`src/rtl/small_image_uart_sender_if.sv`:
```
// Handshake and data bundle between the pixel index generator, frame-buffer RAM
// and the small-image UART sender.
interface small_image_uart_sender_if;
    logic        start;
    logic [16:0] address;
    logic [11:0] pixel_data;
    logic        pixel_send_ready;
    logic        uart_tx;
    logic        busy;
    logic        frame_done;
    logic [14:0] pixels_sent;

    modport master (
        output start, address, pixel_data,
        input  pixel_send_ready, uart_tx, busy, frame_done, pixels_sent
    );

    modport slave (
        input  start, address, pixel_data,
        output pixel_send_ready, uart_tx, busy, frame_done, pixels_sent
    );
endinterface

```
`src/rtl/small_image_uart_sender.sv`:
```
// Latches each 12-bit frame-buffer pixel and ships it as two 8N1 UART bytes,
// pacing the index generator so a new address is taken only after the line is free.
module small_image_uart_sender #(
    parameter int NUM_PIXELS   = 76800,
    parameter int CLKS_PER_BIT = 434
) (
    input  logic                     clk,
    input  logic                     rst,
    small_image_uart_sender_if.slave bus
);
    localparam int                CNT_W     = $clog2(CLKS_PER_BIT);
    localparam logic [CNT_W-1:0]  BAUD_LAST = CNT_W'(CLKS_PER_BIT - 1);
    localparam logic [17:0]       END_ADDR  = 18'(NUM_PIXELS);

    typedef enum logic [2:0] {
        IDLE      = 3'd0,
        WAIT_ADDR = 3'd1,
        FETCH     = 3'd2,
        LATCH     = 3'd3,
        TX        = 3'd4,
        DONE      = 3'd5
    } state_t;

    state_t           state_r, state_nxt_s;
    logic [16:0]      last_addr_r, last_addr_nxt_s;
    logic [11:0]      pix_r, pix_nxt_s;
    logic             byte_sel_r, byte_sel_nxt_s;
    logic [3:0]       bit_idx_r, bit_idx_nxt_s;
    logic [CNT_W-1:0] baud_r, baud_nxt_s;
    logic             tx_r, tx_nxt_s;
    logic [14:0]      sent_r, sent_nxt_s;
    logic             ready_r, busy_r, frame_done_r;

    // Line level for bit slot idx of a frame: 0 = start, 1..8 = data LSB first, 9 = stop.
    function automatic logic uart_bit(input logic [11:0] pix, input logic byte_sel,
                                      input logic [3:0] idx);
        logic [7:0] data_v;
        logic [2:0] sel_v;
        data_v = byte_sel ? pix[7:0] : {4'b0000, pix[11:8]};
        sel_v  = idx[2:0] - 3'd1;
        case (idx)
            4'd0:    uart_bit = 1'b0;
            4'd1, 4'd2, 4'd3, 4'd4,
            4'd5, 4'd6, 4'd7, 4'd8:
                     uart_bit = data_v[sel_v];
            default: uart_bit = 1'b1;
        endcase
    endfunction

    // Next-state and next-register computation for the sender FSM.
    always_comb begin
        state_nxt_s     = state_r;
        last_addr_nxt_s = last_addr_r;
        pix_nxt_s       = pix_r;
        byte_sel_nxt_s  = byte_sel_r;
        bit_idx_nxt_s   = bit_idx_r;
        baud_nxt_s      = baud_r;
        tx_nxt_s        = 1'b1;
        sent_nxt_s      = sent_r;
        case (state_r)
            IDLE: begin
                if (bus.start) begin
                    last_addr_nxt_s = bus.address;
                    sent_nxt_s      = 15'd0;
                    state_nxt_s     = FETCH;
                end else begin
                    state_nxt_s     = IDLE;
                end
            end
            WAIT_ADDR: begin
                if (bus.address != last_addr_r) begin
                    last_addr_nxt_s = bus.address;
                    state_nxt_s     = FETCH;
                end else begin
                    state_nxt_s     = WAIT_ADDR;
                end
            end
            FETCH: begin
                if ({1'b0, last_addr_r} >= END_ADDR) begin
                    state_nxt_s = DONE;
                end else begin
                    state_nxt_s = LATCH;
                end
            end
            LATCH: begin
                pix_nxt_s      = bus.pixel_data;
                byte_sel_nxt_s = 1'b0;
                bit_idx_nxt_s  = 4'd0;
                baud_nxt_s     = '0;
                tx_nxt_s       = 1'b0;
                state_nxt_s    = TX;
            end
            TX: begin
                tx_nxt_s = tx_r;
                if (baud_r == BAUD_LAST) begin
                    baud_nxt_s = '0;
                    if (bit_idx_r == 4'd9) begin
                        if (byte_sel_r) begin
                            // Second stop bit done: the pixel has fully left the wire.
                            tx_nxt_s    = 1'b1;
                            sent_nxt_s  = (sent_r == 15'h7FFF) ? sent_r : sent_r + 15'd1;
                            state_nxt_s = WAIT_ADDR;
                        end else begin
                            byte_sel_nxt_s = 1'b1;
                            bit_idx_nxt_s  = 4'd0;
                            tx_nxt_s       = 1'b0;
                        end
                    end else begin
                        bit_idx_nxt_s = bit_idx_r + 4'd1;
                        tx_nxt_s      = uart_bit(pix_r, byte_sel_r, bit_idx_r + 4'd1);
                    end
                end else begin
                    baud_nxt_s = baud_r + CNT_W'(1);
                end
            end
            DONE: begin
                state_nxt_s = IDLE;
            end
            default: begin
                state_nxt_s = IDLE;
            end
        endcase
    end

    // State and output registers; outputs are decoded from the next state so they stay registered.
    always_ff @(posedge clk) begin
        if (!rst) begin
            state_r      <= IDLE;
            last_addr_r  <= 17'd0;
            pix_r        <= 12'd0;
            byte_sel_r   <= 1'b0;
            bit_idx_r    <= 4'd0;
            baud_r       <= '0;
            tx_r         <= 1'b1;
            sent_r       <= 15'd0;
            ready_r      <= 1'b0;
            busy_r       <= 1'b0;
            frame_done_r <= 1'b0;
        end else begin
            state_r      <= state_nxt_s;
            last_addr_r  <= last_addr_nxt_s;
            pix_r        <= pix_nxt_s;
            byte_sel_r   <= byte_sel_nxt_s;
            bit_idx_r    <= bit_idx_nxt_s;
            baud_r       <= baud_nxt_s;
            tx_r         <= tx_nxt_s;
            sent_r       <= sent_nxt_s;
            ready_r      <= (state_nxt_s == WAIT_ADDR);
            busy_r       <= (state_nxt_s != IDLE);
            frame_done_r <= (state_nxt_s == DONE);
        end
    end

    assign bus.uart_tx          = tx_r;
    assign bus.pixel_send_ready = ready_r;
    assign bus.busy             = busy_r;
    assign bus.frame_done       = frame_done_r;
    assign bus.pixels_sent      = sent_r;
endmodule

```
`src/flat_wrapper.sv`:
```
// flat-port wrapper written by rule: the top's interface ports become plain ports
module small_image_uart_sender_flat 
#(
    parameter int NUM_PIXELS   = 76800,
    parameter int CLKS_PER_BIT = 434
)
  (clk, rst, bus_start, bus_address, bus_pixel_data, bus_pixel_send_ready, bus_uart_tx, bus_busy, bus_frame_done, bus_pixels_sent);
  small_image_uart_sender_if bus_i ();
  input  logic clk;
  input  logic rst;
  input wire logic [$bits(bus_i.start)-1:0] bus_start;
  input wire logic [$bits(bus_i.address)-1:0] bus_address;
  input wire logic [$bits(bus_i.pixel_data)-1:0] bus_pixel_data;
  output wire logic [$bits(bus_i.pixel_send_ready)-1:0] bus_pixel_send_ready;
  output wire logic [$bits(bus_i.uart_tx)-1:0] bus_uart_tx;
  output wire logic [$bits(bus_i.busy)-1:0] bus_busy;
  output wire logic [$bits(bus_i.frame_done)-1:0] bus_frame_done;
  output wire logic [$bits(bus_i.pixels_sent)-1:0] bus_pixels_sent;
  assign bus_i.start = bus_start;
  assign bus_i.address = bus_address;
  assign bus_i.pixel_data = bus_pixel_data;
  assign bus_pixel_send_ready = bus_i.pixel_send_ready;
  assign bus_uart_tx = bus_i.uart_tx;
  assign bus_busy = bus_i.busy;
  assign bus_frame_done = bus_i.frame_done;
  assign bus_pixels_sent = bus_i.pixels_sent;
  small_image_uart_sender #(.NUM_PIXELS(NUM_PIXELS), .CLKS_PER_BIT(CLKS_PER_BIT)) u_core (.clk(clk), .rst(rst), .bus(bus_i));
endmodule
```
`config.mk`:
```
export PLATFORM = sky130hd
export DESIGN_NAME = small_image_uart_sender_flat
export DESIGN_NICKNAME = d
export VERILOG_FILES = /design/src/rtl/small_image_uart_sender_if.sv /design/src/rtl/small_image_uart_sender.sv /design/src/flat_wrapper.sv
export SDC_FILE = /design/constraint.sdc
export NUM_CORES = 1
export LEC_CHECK = 0
export ABC_AREA = 0
export CAP_MARGIN = 20
export CELL_PAD_IN_SITES_DETAIL_PLACEMENT = 1
export CELL_PAD_IN_SITES_GLOBAL_PLACEMENT = 2
export CORE_ASPECT_RATIO = 0.5
export CORE_UTILIZATION = 33
export CTS_BUF_LIST = sky130_fd_sc_hd__clkbuf_8 sky130_fd_sc_hd__clkbuf_16
export DETAILED_ROUTE_END_ITERATION = 8
export PLACE_DENSITY = 0.92
export SETUP_SLACK_MARGIN = 0.5
export SLEW_MARGIN = 20
export SYNTH_ARGS = -nofsm -noshare
export SYNTH_HDL_FRONTEND = slang
export SYNTH_SLANG_ARGS = --single-unit
```
`constraint.sdc`:
```
create_clock -name clk -period 2.4 [get_ports clk]
set_input_delay 0.48 -clock clk [delete_from_list [all_inputs] [get_ports clk]]
set_output_delay 0.48 -clock clk [all_outputs]
set_load 0.05 [all_outputs]
```
## Word-level counts from Yosys, hierarchy flattened

Cells that the tools add are included.

| word-level totals | value |
|---|---|
| bits of input ports | 32 |
| word-level logic and storage cells | 86 |
| output and inout bits | 19 |
| register bits after elaboration | 65 |

| operators by class | value |
|---|---|
| mux-type cells | 33 |
| reduce and logical (&&, ||, !) cells | 11 |
| equality and inequality tests | 25 |
| $add $sub $neg | 4 |
| $lt $le $gt $ge | 2 |

Operator list:

| kind | number |
|---|---|
| 15-bit two-way mux | 5 |
| 17-bit two-way mux | 2 |
| 17-bit one-hot mux with 2 select lines | 1 |
| 15-bit one-hot mux with 2 select lines | 1 |
| 9-bit one-hot mux with 2 select lines | 1 |
| 17-bit >= comparator (second input constant) | 1 |
| 17-bit inequality test | 1 |
| 4-bit by 3-bit equality test with 1-bit output (second input constant) | 4 |
| 15-bit by 1-bit adder with 15-bit output (second input constant) | 1 |
| 15-bit equality test (second input constant) | 1 |
| 3-bit one-hot mux with 5 select lines | 1 |
| 3-bit two-way mux | 4 |
| 4-bit two-way mux | 3 |
| 9-bit by 1-bit adder with 9-bit output (second input constant) | 1 |
| 9-bit equality test (second input constant) | 1 |
| 9-bit two-way mux | 1 |
| 3-bit AND reduction | 3 |
| 4-bit by 2-bit equality test with 1-bit output (second input constant) | 2 |
| 4-bit equality test (second input constant) | 2 |
| 8-bit two-way mux | 1 |
| 2-bit by 1-bit inequality test with 1-bit output (second input constant) | 4 |
| 4-bit one-hot mux with 2 select lines | 1 |
| 8-bit OR reduction | 1 |
| 3-bit by 1-bit equality test with 1-bit output (second input constant) | 2 |
| 17 further kinds | 30 |

## Logic depth before layout (Yosys ltp)

| logic depth | value |
|---|---|
| depth in word-level cells | 8 |
| mapped depth | 10 |
| depth with buffers taken out | 7 |

## Worst setup path after synthesis

OpenSTA, ideal clock, no wires.

| timing path | value |
|---|---|
| kind | flip-flop to flip-flop |
| start point | register u_core.sent_r[1] (netlist: u_core.bus.pixels_sent[1]) |
| end point | register u_core.sent_r[8] (netlist: u_core.bus.pixels_sent[8]) |
| buffers on the path | 2 |
| slack | 0.102 ns |
| library setup time | 0.070 ns |
| clock period less this slack | 2.298 ns |
| stages on the path, launching flop included | 9 |
| arrival | 2.228 ns |
| data required time | 2.330 ns |
| path through | dfxtp_1 > ha_1 > nand4_1 > nor4_1 > a21o_1 > buf_6 > clkbuf_1 > o21ai_0 > a21oi_1 |

| between the ends | value |
|---|---|
| longest elaborated chain between the ends | 6 |
| elaborated cells on any way between the ends | 9 |
| classes of those cells | add/sub (1); eq/ne (2); mux (5); reduce/logical (1) |

RTL lines:

| element | RTL line | RTL |
|---|---|---|
| start: declaration | small_image_uart_sender.sv:31 | `logic [14:0] sent_r, sent_nxt_s;` |
| start signal: assignment | small_image_uart_sender.sv:147 | `sent_r <= sent_nxt_s;` |
| 15-bit by 1-bit adder with 15-bit output | small_image_uart_sender.sv:101 | `sent_nxt_s = (sent_r == 15'h7FFF) ? sent_r : sent_r + 15'd1;` |
| 15-bit two-way mux | small_image_uart_sender.sv:101 |  |
| 15-bit two-way mux | small_image_uart_sender.sv:98 | `if (byte_sel_r) begin` |
| 15-bit two-way mux | small_image_uart_sender.sv:97 | `if (bit_idx_r == 4'd9) begin` |
| 15-bit two-way mux | small_image_uart_sender.sv:95 | `if (baud_r == BAUD_LAST) begin` |
| 15-bit one-hot mux with 2 select lines | small_image_uart_sender.sv:60 | `case (state_r)` |

Several ways; a longest one is shown, not always the timed one. The select of a mux whose other input is x is not followed.
A chain may end at the register's enable or synchronous reset.

## Worst setup path after layout

| timing path | value |
|---|---|
| start point | register u_core.state_r[0] |
| end point | register u_core.sent_r[7] (netlist: u_core.bus.pixels_sent[7]) |

| between the ends | value |
|---|---|
| longest elaborated chain between the ends | 3 |
| elaborated cells on any way between the ends | 10 |
| classes of those cells | eq/ne (6); mux (1); reduce/logical (3) |

RTL lines:

| element | RTL line | RTL |
|---|---|---|
| start: declaration | small_image_uart_sender.sv:24 | `state_t state_r, state_nxt_s;` |
| start signal: assignment | small_image_uart_sender.sv:140 | `state_r <= state_nxt_s;` |
| 3-bit equality test or 3-bit zero test (tied branches) | small_image_uart_sender.sv:60 |  |
| 2-bit by 1-bit inequality test with 1-bit output (no source line) (tied with other cells) | - |  |
| 6-bit AND reduction (no source line) | - |  |

Several ways; a longest one is shown, not always the timed one.

==> reports/results.tsv <==
stage	metric	value	unit
detailed_routing	first_iter_violations	137	
global_route	grt_use_total	20.47	%
die	die_h	77.35	µm
yosys	synthesis.area	0.003747	mm²
worst_setup_path	critPathTopFamily	simple AND/OR/NAND/NOR gates	
yosys	synth_xor_area_share	4.207	%
yosys	synth_common_cells	67 x nand2_1, 65 x dfxtp_1, 45 x nand4_1	
power_and_ir_drop	p_comb_share	19.9	%
cells_and_area	multi_input_comb_area	0.002455	mm²
worst_setup_path	critical_path_required	2.66	ns
yosys	ys_ff_latch	65	
global_route	top_usage_layer	met2	
clocking	cts_tree	built	
clocking	cts.path.max_buffers	2	
place	dpl_worst_slack	-0.1380	ns
power_and_ir_drop	p_sw_share	27.31	%
die	dieWidth	152.7	µm
global_route	grtUsageMet1	25.77	%
clocking	clkSinkCount	65	
timing	setup_viol	0	
global_route	grt_overflow_total	0	
die	start_util	34.03	%
timing	tightest_slew	1.069	ns
yosys	synth_most_common_cell	nand2_1	
detailed_routing	wirelength	12080	µm
power_and_ir_drop	power_frac_seq	38.0	%
cells_and_area	ff_latch_area	0.001334	mm²
cells_and_area	nets	573	
place	dp_cells	643	
worst_setup_path	crit_buf_inv	2	
yosys	synth_edf_count	0	
detailed_routing	via_count	3898	
yosys	synth.largest_area_cell	dfxtp_1	
worst_setup_path	worstSetupPathType	reg2reg	
clocking	cts-root-buf	clkbuf_16	
clocking	clk_latency	0.34	ns
yosys	synth_simple_gate_area_share	33.46	%
detailed_routing	post_drt_wl_per_cell	17.66	µm
die	core-area	0.01101	mm²
global_route	antenna_found_initial	0	
worst_setup_path	path_max_fanout	6	
detailed_routing	via_per_inst	5.699	
timing	setup_ws	0.2688	ns
yosys	async_reset_ff_share	0	%
power_and_ir_drop	p_int	2.354	mW
timing	rsz0062_at_grt	true	
power_and_ir_drop	power_density	611.4	mW/mm²
global_route	grt_use_met2	35.55	%
yosys	synth_area_leaders	dfxtp_1 35%, nand4_1 7.5%, nand2_1 6.7%	
yosys	synth_compound_area_share	17.70	%
status	status	finished, final reports clean	
worst_setup_path	crit_path_frequent_cell	buf_12	
cells_and_area	antenna_cells	0	
timing	period_share	88.80	%
detailed_routing	dr.pass1.iters	4	
cells_and_area	drive_above_1_share	22.82	%
power_and_ir_drop	power.total	3.238	mW
place	hpwl	7203	µm
clocking	hold_buffers	0	
yosys	yosysWarningCount	0	
place	gp_routability_congestion	0.7748	
yosys	synth_adder_area_share	2.337	%
power_and_ir_drop	ir_drop	0.3027	mV
power_and_ir_drop	clock_power_share	42.1	%
global_route	grt_pass1_wl	19420	µm
yosys	syn_avg_cell_area	8.094	µm²
power_and_ir_drop	p_switching	0.8844	mW
cells_and_area	areaGrowthSynthToFinish	41.34	%
detailed_routing	ant_nets	0	
worst_setup_path	start_kind	flop	
timing	fin_worst_skew	0.007325	ns
timing	maxSlewHeadroom	28.61	%
timing	fmax	469.2	MHz
yosys	syn_nets	502	
place	portBuffers	50	
min_path	min_path_type	reg2reg	
yosys	yosys.area.top_type_share	34.72	%
job	maxCapViolCount	0	
global_route	grt_max_degree	53	
cells_and_area	final_cell_count_no_fill	684	
worst_setup_path	path_cells	or4b_4 -> a21o_4 -> buf_12 -> buf_12 -> or4_4 -> a21oi_2	
cells_and_area	n_fill_cell	1272	
clocking	htree_levels	3	
worst_setup_path	cp.arrival	2.39	ns
die	pin_count	51	
clocking	path_clk_slew	0.06	ns
timing	hold_viol_final	0	
die	dieArea	0.01181	mm²
die	rows	27	
global_route	grt_pass1_vias	3763	
global_route	grtUsageMet3	4.469	%
worst_setup_path	cpPeakStageDelay	0.55	ns
yosys	synthCells	463	
yosys	synth_top_family_by_area	simple AND/OR/NAND/NOR gates	
yosys	yosys_most_used_dff	dfxtp_1	
timing	fin_crit	2.131	ns
timing	slew_viol_final	0	
yosys	synth_mux_area_share	2.805	%
power_and_ir_drop	p_leak	2.064	nW
yosys	ys_seq_area_share	34.72	%
detailed_routing	drc_errors	0	
worst_setup_path	worstSetupEndpointType	flop	
clocking	numCtsBuffers	9	
worst_setup_path	worst_path_max_delay_cell	or4b_4	
yosys	synth_cell_types	54	
-- state kept, by name, summed over array words and instances (netlist names) --
name                         count
u_core.bus.frame_done            1
u_core.bus.busy                  1
u_core.bus.uart_tx               1
u_core.bus.pixel_send_ready      1
u_core.baud_r                    9
u_core.byte_sel_r                1
u_core.bit_idx_r                 4
u_core.pix_r                    12
u_core.state_r                   3
u_core.last_addr_r              17
u_core.bus.pixels_sent          15
-- per-stage QoR --
step	setup TNS [ns]	util (%)	hold WS, ns	area [µm²]
final	0	48.09	0.4519	5296
after global routing	0	48.09	0.4695	5296
after CTS	0	45.76	0.4552	5040
after detailed placement	-0.7917	40.79	0.4480	4492
after global placement	-0.4849	40.79	0.4419	4492
after floorplan	0	-	0.4329	3775
-- kinds of logic after synthesis --
family	Yosys count
and+or+nand+nor	221
adders and majority gates	7
xor gates and xnor gates	18
DFF	65
muxes	9
AOI/OAI and AO/OA	100
buffers and inverters	43
-- layer usage --
layer	share of wire, %	wire length [µm]
met5	0	0
met4	1.0	122
met3	2.5	302
met2	48	5822
met1	48	5830
-- cells in the final DEF, fill, tap and decap left out, drive strengths merged, types with 5 or more instances in the layout --
master         netlist  layout
or4                  8       8
mux2i                6       6
nor3                 5       5
and2                 5       5
o31ai                5       5
nand2               67      67
and3                 7       7
nand3               11      11
nand4b              17      17
a21o                 5       5
inv                  5       7
o21a                 7       7
xnor2               17      17
clkbuf              31      13
buf                  7      48
nor2                21      21
dlygate4sd2          0      20
nand4               45      45
clkdlybuf4s50        0      17
dfxtp               65      65
a21oi               32      32
o2111ai             17      17
nand3b               5       5
o21ai               14      14
ha                   7       7
dlymetal6s2s         0      12
-- path summary, 6_finish.rpt --
path                startpoint                         to  slack (ns)  depth (start not counted)
max reg2reg  u_core.state_r[0]  u_core.bus.pixels_sent[7]        0.27                          6
max          u_core.state_r[0]  u_core.bus.pixels_sent[7]        0.27                          6
min reg2reg   u_core.pix_r[10]           u_core.pix_r[10]        0.45                          2
min           u_core.pix_r[10]           u_core.pix_r[10]        0.45                          2
-- worst reg2reg max path: cells and delay by family, from the launching register on --
kind,cells,cell delay (ns)
simple gates,2,1.03
buf+inv,2,0.25
compound gates,2,0.42
flops,1,0.35
-- power groups by stage --
stage | clock [mW] | combinational [mW] | sequential (mW)
after floorplan | 0 | 0.326 | 1.24
after global placement | 0 | 0.500 | 1.25
after detailed placement | 0 | 0.512 | 1.25
after CTS | 1.39 | 0.587 | 1.22
after global routing | 1.44 | 0.696 | 1.24
final | 1.36 | 0.646 | 1.23
-- cell type report --
class | count | share of cell area, %
timing repair buffer | 98 | 18.85
clock inverter | 4 | 0.8032
inverter | 5 | 0.3544
clock buffer | 12 | 5.032
sequential | 65 | 25.18
multi-input combinational | 355 | 46.35
tap | 145 | 3.425
-- repair_timing --
action / in CTS / in global routing
endpoints found under the setup margin: 53 / 39
pin swaps: 14 / 23
buffers inserted: 13 / 8
resized for setup: 51 / 42
gates cloned: 2 / 2
No activity file was read; power rests on OpenSTA's default activity.
